==> config.mk <==
export PLATFORM = sky130hd
export DESIGN_NAME = seg_scan_mux
export DESIGN_NICKNAME = d
export VERILOG_FILES = /design/src/rtl/seg_pkg.sv /design/src/rtl/seg_refresh_div.sv /design/src/rtl/seg_scan_mux.sv
export SDC_FILE = /design/constraint.sdc
export NUM_CORES = 1
export LEC_CHECK = 0
export ABC_CLOCK_PERIOD_IN_PS = 4900
export BUFFER_PORTS_ARGS = -buffer_cell sky130_fd_sc_hd__buf_2
export CELL_PAD_IN_SITES_DETAIL_PLACEMENT = 0
export CELL_PAD_IN_SITES_GLOBAL_PLACEMENT = 1
export CORE_UTILIZATION = 35
export CTS_CLUSTER_SIZE = 28
export DETAILED_ROUTE_END_ITERATION = 8
export GPL_TIMING_DRIVEN = 0
export MAX_ROUTING_LAYER = met4
export PLACE_DENSITY = 0.72
export REMOVE_ABC_BUFFERS = 1
export SYNTH_ARGS = -nofsm -noshare
export SYNTH_HDL_FRONTEND = slang
export SYNTH_SLANG_ARGS = --single-unit
export TNS_END_PERCENT = 5
==> constraint.sdc <==
create_clock -name clk -period 4.9 [get_ports clk]
set_clock_uncertainty 0.1 [all_clocks]
set_input_delay 0.49 -clock clk [delete_from_list [all_inputs] [get_ports clk]]
set_output_delay 0.49 -clock clk [all_outputs]
set_load 0.01 [all_outputs]
==> src/rtl/seg_pkg.sv <==
// Shared constants and types for the four-digit seven-segment scan driver.
package seg_pkg;
    localparam int NUM_DIGITS = 4;
    localparam int SEG_W      = 8;
    localparam int IDX_W      = $clog2(NUM_DIGITS);

    localparam logic [SEG_W-1:0]      SEG_BLANK = 8'hFF;
    localparam logic [NUM_DIGITS-1:0] ANODE_OFF = 4'hF;

    typedef enum logic {
        BLANK,
        SHOW
    } slot_state_e;
endpackage

==> src/rtl/seg_refresh_div.sv <==
// Digit-slot counter: counts 0..REFRESH_DIV-1 while enabled and flags the
// blanking window at the start of each slot plus the slot wrap.
module seg_refresh_div #(
    parameter int REFRESH_DIV  = 100000,
    parameter int BLANK_CYCLES = 1000
) (
    input  logic clk,
    input  logic rst_n,
    input  logic en,
    output logic slot_wrap,
    output logic in_blank
);
    localparam int CNT_W = (REFRESH_DIV > 1) ? $clog2(REFRESH_DIV) : 1;

    logic [CNT_W-1:0] cnt_q, cnt_d;

    always_comb begin
        slot_wrap = en && (cnt_q == CNT_W'(REFRESH_DIV - 1));
        in_blank  = (cnt_q < CNT_W'(BLANK_CYCLES));
        cnt_d     = cnt_q;
        if (en) begin
            cnt_d = slot_wrap ? '0 : cnt_q + 1'b1;
        end
    end

    always_ff @(posedge clk or negedge rst_n) begin
        if (!rst_n) begin
            cnt_q <= '0;
        end else begin
            cnt_q <= cnt_d;
        end
    end
endmodule

==> src/rtl/seg_scan_mux.sv <==
// Time-multiplexed 4-digit seven-segment driver with frame-synchronous double
// buffering and inter-digit blanking. Optional digit blinking: SEG_BLINK_EN.
module seg_scan_mux
    import seg_pkg::*;
#(
    parameter int REFRESH_DIV  = 100000,
    parameter int BLANK_CYCLES = 1000
`ifdef SEG_BLINK_EN
    ,
    parameter int BLINK_FRAMES = 250
`endif
) (
    input  logic                        clk,
    input  logic                        rst_n,
    input  logic                        en,
    input  logic [NUM_DIGITS*SEG_W-1:0] seg_word,
    input  logic                        load_valid,
    output logic                        load_ready,
    output logic [NUM_DIGITS-1:0]       an,
    output logic [SEG_W-1:0]            cathode,
    output logic                        frame_tick
`ifdef SEG_BLINK_EN
    ,
    input  logic [NUM_DIGITS-1:0]       blink_mask
`endif
);
    logic                        slot_wrap;
    logic                        in_blank;
    logic                        frame_wrap;
    logic                        load_fire;
    slot_state_e                 slot_state;
    logic [SEG_W-1:0]            digit_seg;

    logic [IDX_W-1:0]            idx_q, idx_d;
    logic [NUM_DIGITS*SEG_W-1:0] shadow_q, shadow_d;
    logic [NUM_DIGITS*SEG_W-1:0] pending_q, pending_d;
    logic                        pend_full_q, pend_full_d;
    logic [NUM_DIGITS-1:0]       an_q, an_d;
    logic [SEG_W-1:0]            cathode_q, cathode_d;

    seg_refresh_div #(
        .REFRESH_DIV (REFRESH_DIV),
        .BLANK_CYCLES(BLANK_CYCLES)
    ) u_div (
        .clk      (clk),
        .rst_n    (rst_n),
        .en       (en),
        .slot_wrap(slot_wrap),
        .in_blank (in_blank)
    );

`ifdef SEG_BLINK_EN
    localparam int BLK_W = (BLINK_FRAMES > 1) ? $clog2(BLINK_FRAMES) : 1;

    logic [BLK_W-1:0] blink_cnt_q, blink_cnt_d;
    logic             blink_on_q, blink_on_d;

    always_comb begin
        blink_cnt_d = blink_cnt_q;
        blink_on_d  = blink_on_q;
        if (frame_wrap) begin
            if (blink_cnt_q == BLK_W'(BLINK_FRAMES - 1)) begin
                blink_cnt_d = '0;
                blink_on_d  = !blink_on_q;
            end else begin
                blink_cnt_d = blink_cnt_q + 1'b1;
            end
        end
    end

    always_ff @(posedge clk or negedge rst_n) begin
        if (!rst_n) begin
            blink_cnt_q <= '0;
            blink_on_q  <= 1'b1;
        end else begin
            blink_cnt_q <= blink_cnt_d;
            blink_on_q  <= blink_on_d;
        end
    end
`endif

    always_comb begin
        frame_wrap = slot_wrap && (idx_q == IDX_W'(NUM_DIGITS - 1));
        load_fire  = load_valid && !pend_full_q;
        slot_state = in_blank ? BLANK : SHOW;

        idx_d = idx_q;
        if (slot_wrap) begin
            idx_d = frame_wrap ? '0 : idx_q + 1'b1;
        end

        // Promotion needs a full pending buffer, capture needs an empty one,
        // so the two never collide in the same cycle.
        shadow_d    = shadow_q;
        pending_d   = pending_q;
        pend_full_d = pend_full_q;
        if (frame_wrap && pend_full_q) begin
            shadow_d    = pending_q;
            pend_full_d = 1'b0;
        end
        if (load_fire) begin
            pending_d   = seg_word;
            pend_full_d = 1'b1;
        end

        digit_seg = shadow_q[SEG_W*idx_q +: SEG_W];
`ifdef SEG_BLINK_EN
        if (!blink_on_q && blink_mask[idx_q]) begin
            digit_seg = SEG_BLANK;
        end
`endif

        an_d      = ANODE_OFF;
        cathode_d = SEG_BLANK;
        if (en && slot_state == SHOW) begin
            an_d      = ~(NUM_DIGITS'(1) << idx_q);
            cathode_d = digit_seg;
        end
    end

    always_ff @(posedge clk or negedge rst_n) begin
        if (!rst_n) begin
            idx_q       <= '0;
            shadow_q    <= '1;
            pending_q   <= '1;
            pend_full_q <= 1'b0;
            an_q        <= ANODE_OFF;
            cathode_q   <= SEG_BLANK;
        end else begin
            idx_q       <= idx_d;
            shadow_q    <= shadow_d;
            pending_q   <= pending_d;
            pend_full_q <= pend_full_d;
            an_q        <= an_d;
            cathode_q   <= cathode_d;
        end
    end

    assign an         = an_q;
    assign cathode    = cathode_q;
    assign load_ready = !pend_full_q;
    assign frame_tick = frame_wrap;
endmodule

==> results.cfg, run 1 <==
[synthesis]
synth-seq-cells = 96
syn_area_per_cell_um2 = 15.0
synth_cell_type_count = 32
seq_area_frac_synth_pct = 61.2
synthCells = 272
synth-edff-count = 0
async_reset_ff_share_pct = 100
ys_warn_count = 0
syn-cell-area_mm2 = 0.00408
synthFlopType = dfstp_2

[worst_setup_path]
crit_path_max_fanout = 11
required_ps = 4310
cp-start-kind = flip-flop
rrSetupSlack_ps = 2090
crit_arrival_ps = 2680
crit_type = flip-flop to output port
worstReg2RegEnd = shadow_q[21]$_DFFE_PN1P_
worstSetupEndpointType = output port
reg2reg_depth = 6
r2r_start = u_div.cnt_q[0]$_DFFE_PN0P_

[clocking]
clockBufferDepth = 2
cts-resized-gates = 0
cts_max_level = 3
cts_buffers = 9
clk_pin_slew_ps = 70
cts_root_buffer = clkbuf_16
clk_latency_ps = 340
cts_tree = built
cts_sinks = 96
postCtsSetupBuffers = 0
ctsHoldBuffers = 0

[timing]
relSlewSlack_pct = 44.9
fin_tns_setup_ps = 0
finalHoldViolations = 0
slew_violations = 0
worstMarginPinSlew_ps = 824
period_minus_slack_ps = 3270
timing.final.crit_share_pct = 66.8
rsz0062_at_grt = false
finalSetupViolations = 0
max_clock_freq_mhz = 306

[route]
drt_iter0_markers = 63
antenna_left = 0
num_vias = 2303
routed_via_density = 4.90
wl_per_cell_um = 15.4
drc = 0
wirelength_mm = 7.25
dr.pass1.iters = 4

[power_and_ir_drop]
finalPower_mw = 1.65
p_per_area_mw_per_mm2 = 345
p_leak_nw = 1.94
ir_worst_vdd_v = 0.000158

[global_route]
grt_start_max_net_pins = 51
grt_pass1_vias = 2395
grt_usage_pct = 14.4
antenna_found_initial = 0
grt_overflow = 0
grt_pass1_wl_mm = 12.3

[final_layout]
layout_commonest_cell = dfstp_2
nets = 363
fillers = 1082
layout_common_cells = 76 x dfstp_2, 63 x mux2_2, 48 x buf_2, 20 x dfrtp_1, 11 x nand2_1
syn_to_final_growth_pct = 17.3
drive_gt1_share_pct = 66.7
stdcell_count = 470
antenna_cells = 0

[place]
gp_congestion = 0.833
place_inst = 454
portBuffers = 49
dpl.hpwl_mm = 4.82

[min_path]
hold_end = pending_q[6]$_DFFE_PN1P_
worstHoldPathType = input port to flip-flop
hold_depth = 2
hold_path_startpoint = seg_word[6]

[floorplanning]
start_util_pct = 35.9
rows = 39
ios = 50
core-area_mm2 = 0.0114
die_area_mm2 = 0.0121
fp.dieH_um = 110
die_w_um = 110

[outcome]
status = complete, no violations

[job]
maxCapViolations = 0
[worst max-delay path by stage]
stage | from | end | slack, ps | cells past startpoint
after CTS | u_div.cnt_q[0]$_DFFE_PN0P_ | frame_tick | 1610 | 6
final | u_div.cnt_q[0]$_DFFE_PN0P_ | frame_tick | 1630 | 6
after detailed placement | en | frame_tick | 1950 | 6
after floorplan | u_div.cnt_q[0]$_DFFE_PN0P_ | shadow_q[0]$_DFFE_PN1P_ | 2210 | 5
after global routing | u_div.cnt_q[0]$_DFFE_PN0P_ | frame_tick | 1410 | 6
after global placement | load_valid | pending_q[29]$_DFFE_PN1P_ | 1370 | 3
[metrics by stage]
step	instance area, µm²	utilization (%)	worst slack (ps)	hold WS, ps
global placement	4430	38.9	1370	382
floorplan	4000	-	2210	94.4
global route	4780	42.1	1410	271
finish	4780	42.1	1630	279
CTS	4780	42.0	1610	263
detailed placement	4510	39.7	1950	387
[synthesized netlist by cell type, types with 5 or more instances]
library cell	number	area share, %
clkbuf_1	6	0.55
mux4_2	8	4.4
nand2b_1	8	1.2
nand4_1	10	1.5
xnor2_1	10	2.1
nor4_1	6	0.92
dfstp_2	76	49
dfrtp_1	20	12
ha_1	5	1.5
mux2_2	63	17
nor2_1	10	0.92
nand2_1	11	1.0
[flip-flops by register name (all words and copies together) (netlist names)]
signal       count
an               4
cathode          8
idx_q            2
pend_full_q      1
pending_q       32
shadow_q        32
u_div.cnt_q     17
[final cells by class]
| type | instances | area (µm²) | area share, % |
|---|---|---|---|
| clock inverter | 6 | 37.5 | 0.785 |
| timing repair buffer | 52 | 323 | 6.75 |
| tap | 143 | 179 | 3.74 |
| sequential | 96 | 2500 | 52.2 |
| inverter | 4 | 15.0 | 0.314 |
| clock buffer | 10 | 229 | 4.79 |
| multi-input combinational | 159 | 1500 | 31.4 |
[routing by layer]
metal	global-route usage, %	wire length (µm)	vias to the layer above
li1	-	-	1067
met1	17.5	3250	1179
met2	22.5	3590	45
met3	3.73	293	12
met4	6.29	126	0
met5	-	0	-
[critical path: stages, from the launching register on]
cell     delay, ps
dfrtp_1        390
ha_1           230
nand4_1        160
or4_4          560
nor2_1         650
and2_1         220
buf_2          130
[report_power, final]
part	total (mW)	internal (mW)	switching, mW	leakage, nW
sequential	0.921	0.869	0.0512	1.05
combinational	0.103	0.0552	0.0481	0.770
clock	0.627	0.341	0.286	0.124
[cells by family (layout without fill, tap and decap cells)]
| kind of cell | count (synthesis) | count (layout) | share of synthesized area [%] |
|---|---|---|---|
| AND/OR/NAND/NOR | 59 | 59 | 8.13 |
| AO/OA/AOI/OAI | 6 | 6 | 1.01 |
| XOR/XNOR | 14 | 14 | 3.01 |
| flip-flops | 96 | 96 | 61.2 |
| multiplexers | 75 | 75 | 22.9 |
| adder cells (fa/ha/maj) | 5 | 5 | 1.53 |
| buffers and inverters | 17 | 72 | 2.21 |
Power figures use the tool's default switching activity.
==> run 2, diff against run 1 <==
--- a/config.mk
+++ b/config.mk
@@ -5,7 +5,8 @@
 export SDC_FILE = /design/constraint.sdc
 export NUM_CORES = 1
 export LEC_CHECK = 0
-export ABC_CLOCK_PERIOD_IN_PS = 4900
+export ABC_AREA = 1
+export ABC_CLOCK_PERIOD_IN_PS = 2800
 export BUFFER_PORTS_ARGS = -buffer_cell sky130_fd_sc_hd__buf_2
 export CELL_PAD_IN_SITES_DETAIL_PLACEMENT = 0
 export CELL_PAD_IN_SITES_GLOBAL_PLACEMENT = 1
@@ -14,7 +15,7 @@
 export DETAILED_ROUTE_END_ITERATION = 8
 export GPL_TIMING_DRIVEN = 0
 export MAX_ROUTING_LAYER = met4
-export PLACE_DENSITY = 0.72
+export PLACE_DENSITY = 0.77
 export REMOVE_ABC_BUFFERS = 1
 export SYNTH_ARGS = -nofsm -noshare
 export SYNTH_HDL_FRONTEND = slang
==> constraint.sdc (replaced) <==
create_clock -name clk -period 2.8 [get_ports clk]
set_clock_uncertainty 0.1 [all_clocks]
set_input_delay 0.28 -clock clk [delete_from_list [all_inputs] [get_ports clk]]
set_output_delay 0.28 -clock clk [all_outputs]
set_load 0.01 [all_outputs]
==> run 2 against run 1 <==
Net effect:
- register-to-register slack got worse by 1900 ps
- clock power increased by 110%
- critical path depth increased by 2
- total power increased by 92%
- highest routed layer unchanged
- sequential share of layout area decreased by 3.1 points
- sequential power increased by 74%
- worst setup slack got worse by 1400 ps
- largest power group unchanged
- utilization decreased by 0.057 points
- hold slack got worse by 230 ps
==> results.cfg, run 2 <==
[timing]
period_minus_slack_ps = 2610
finalHoldViolations = 0
rsz0062_at_grt = true
slew_violations = 0
finalWorstSetupSlack_ps = 191
worstMarginPinSlew_ps = 1210
timing.final.crit_share_pct = 93.2
fin_tns_setup_ps = 0
relSlewSlack_pct = 19.5
max_clock_freq_mhz = 383
finalSetupViolations = 0

[power_and_ir_drop]
pwr-share-comb_pct = 8.4
power.internal_mw = 2.44
power_switching_mw = 0.734
p_leak_nw = 2.33
clkPwrFrac_pct = 41.2
p_per_area_mw_per_mm2 = 623
switching_share_pct = 23.2
power_frac_seq_pct = 50.3
ir_worst_vdd_v = 0.000295

[floorplanning]
rows = 40
start_util_pct = 36.2
die_area_mm2 = 0.0130
die_w_um = 114
core-area_mm2 = 0.0121
ios = 50
fp.dieH_um = 114

[synthesis]
synthCells = 445
synth_top_area_share_pct = 45.5
syn_area_per_cell_um2 = 9.85
synth_most_common_cell = nand2_1
synth_cell_type_count = 30
syn-cell-area_mm2 = 0.00438
seq_area_frac_synth_pct = 57.0
synth-edff-count = 0
synthFlopType = dfstp_2
yosysTopAreaCell = dfstp_2
synth-seq-cells = 96
synthTopCellsByArea = dfstp_2 46%, dfrtp_1 11%, nand2_1 9.2%
ys_warn_count = 0
async_reset_ff_share_pct = 100
netlist_top_cells_count = 108 x nand2_1, 76 x dfstp_2, 47 x nor2_1, 35 x nand4_1, 21 x inv_1

[clocking]
clk_pin_slew_ps = 60
cts_tree = built
clk_latency_ps = 340
clockBufferDepth = 2
cts_root_buffer = clkbuf_16
cts_sinks = 96
cts_buffers = 9
postCtsSetupBuffers = 0
cts_max_level = 3

[final_layout]
layout_common_cells = 107 x nand2_1, 76 x dfstp_2, 48 x buf_2, 47 x nor2_1, 35 x nand4_1
syn_to_final_growth_pct = 16.1
layout_commonest_cell = nand2_1
top_regs = pending_q: 32 flops, shadow_q: 32 flops, u_div.cnt_q: 17 flops
final_area_mm2 = 0.00509
drive_gt1_share_pct = 37.0
final_util_pct = 42.0
nets = 522
antenna_cells = 0

[route]
antenna_left = 0
num_vias = 3106
wl_per_cell_um = 13.5
routed_via_density = 4.75
drc = 0
dr.pass1.iters = 6
drt_iter0_markers = 173
wirelength_mm = 8.84

[worst_setup_path]
rrSetupSlack_ps = 190
crit_arrival_ps = 2740
critPathMaxStageDelay_ps = 730
path_cells = ha_1 -> inv_2 -> nor2_4 -> nand3_2 -> nor2_4 -> nand3_4 -> nand2_1 -> inv_2
critPathTopFamily = simple AND/OR/NAND/NOR gates
crit_type = flip-flop to flip-flop
cp-start-kind = flip-flop
crit_slowest_cell = nor2_4
path_buf_inv = 2
crit_path_max_fanout = 39
startpoint = u_div.cnt_q[0]$_DFFE_PN0P_
r2r_start = u_div.cnt_q[0]$_DFFE_PN0P_
required_ps = 2930
worstSetupEndpointType = flip-flop
reg2reg_depth = 8
worstReg2RegEnd = pend_full_q$_DFFE_PN0P_

[place]
dpl_cell_area_mm2 = 0.00474
dpl_worst_slack_ps = -717
gp_congestion = 0.803
dpl.hpwl_mm = 5.54
portBuffers = 49

[global_route]
grt_pass1_vias = 3064
grt_overflow = 0
grt_pass1_wl_mm = 15.2
antenna_found_initial = 0
grt_start_max_net_pins = 64
grt_usage_pct = 15.3

[min_path]
hold_depth = 2
hold_end = pending_q[7]$_DFFE_PN1P_
hold_path_startpoint = seg_word[7]
worstHoldPathType = input port to flip-flop

[job]
maxCapViolations = 0

[outcome]
status = complete, no violations
run 2: cell count changes in the layout (fill, tap and decap cells not counted), moves of 7 or more:
cell | previous run | this run
inv_1 | 4 | 21
inv_2 | 0 | 7
mux2_1 | 2 | 12
mux2_2 | 63 | 20
mux4_2 | 8 | 0
nand2_1 | 11 | 107
nand2b_1 | 8 | 0
nand3_1 | 2 | 15
nand4_1 | 10 | 35
nor2_1 | 10 | 47
o2111ai_1 | 0 | 8
o21ai_0 | 1 | 16
xnor2_1 | 10 | 0
run 2: worst max-delay path by stage:
stage                                           to  slack, ps  cells after the start
after floorplan            pend_full_q$_DFFE_PN0P_        390                      4
after global placement     pend_full_q$_DFFE_PN0P_       -630                      4
after detailed placement   pend_full_q$_DFFE_PN0P_       -720                      4
after CTS                               frame_tick         20                      4
after global routing      shadow_q[22]$_DFFE_PN1P_        -70                      8
final                      pend_full_q$_DFFE_PN0P_        190                      8
run 2: area by class of cell:
type / count / area (µm²)
fill: 1206 / 7020
sequential: 96 / 2500
multi-input combinational: 295 / 1670
timing repair buffer: 51 / 285
clock buffer: 10 / 239
tap: 168 / 210
inverter: 28 / 105
clock inverter: 6 / 82.6
run 2: timing repair:
| action | CTS | global route |
|---|---|---|
| endpoints found under the hold margin | 15 | 0 |
| endpoints found under the setup margin | 66 | 34 |
| hold buffers | 1 | 0 |
| resized for setup | 3 | 1 |
| pin swaps | 0 | 1 |
run 2: power by group through the flow:
stage               registers (mW)  logic, mW  clock network (mW)
finish                        1.60      0.268                1.31
global route                  1.61      0.309                1.39
CTS                           1.60      0.274                1.33
detailed placement            1.62      0.270                   0
global placement              1.61      0.258                   0
floorplan                     1.60      0.171                   0
run 2: cells by family after synthesis:
family	synth area share [%]
xor gates and xnor gates	0.599
DFF	57.0
and+or+nand+nor	22.5
buffers and inverters	5.45
muxes	8.22
AOI/OAI and AO/OA	4.79
adders and majority gates	1.43
run 2: layer usage:
metal / wire length [µm] / global-route usage [%] / vias to the layer above
met1: 4300 / 20.1 / 1487
met2: 4130 / 23.8 / 55
met3: 319 / 2.98 / 9
li1: - / - / 1555
met4: 86 / 4.68 / 0
met5: 0 / - / -
run 2: worst register-to-register path: stages, from the launching register on:
cell     delay [ps]
dfrtp_1         390
ha_1            200
inv_2            60
nor2_4          160
nand3_2         110
nor2_4          730
nand3_4         520
nand2_1         200
inv_2            30
run 2: metrics by stage:
stage	power, mW	hold slack [ps]	instances
floorplan	1.77	-116	419
global placement	1.87	351	636
detailed placement	1.89	171	637
CTS	3.21	46.0	654
global route	3.31	55.9	654
finish	3.17	51.7	654
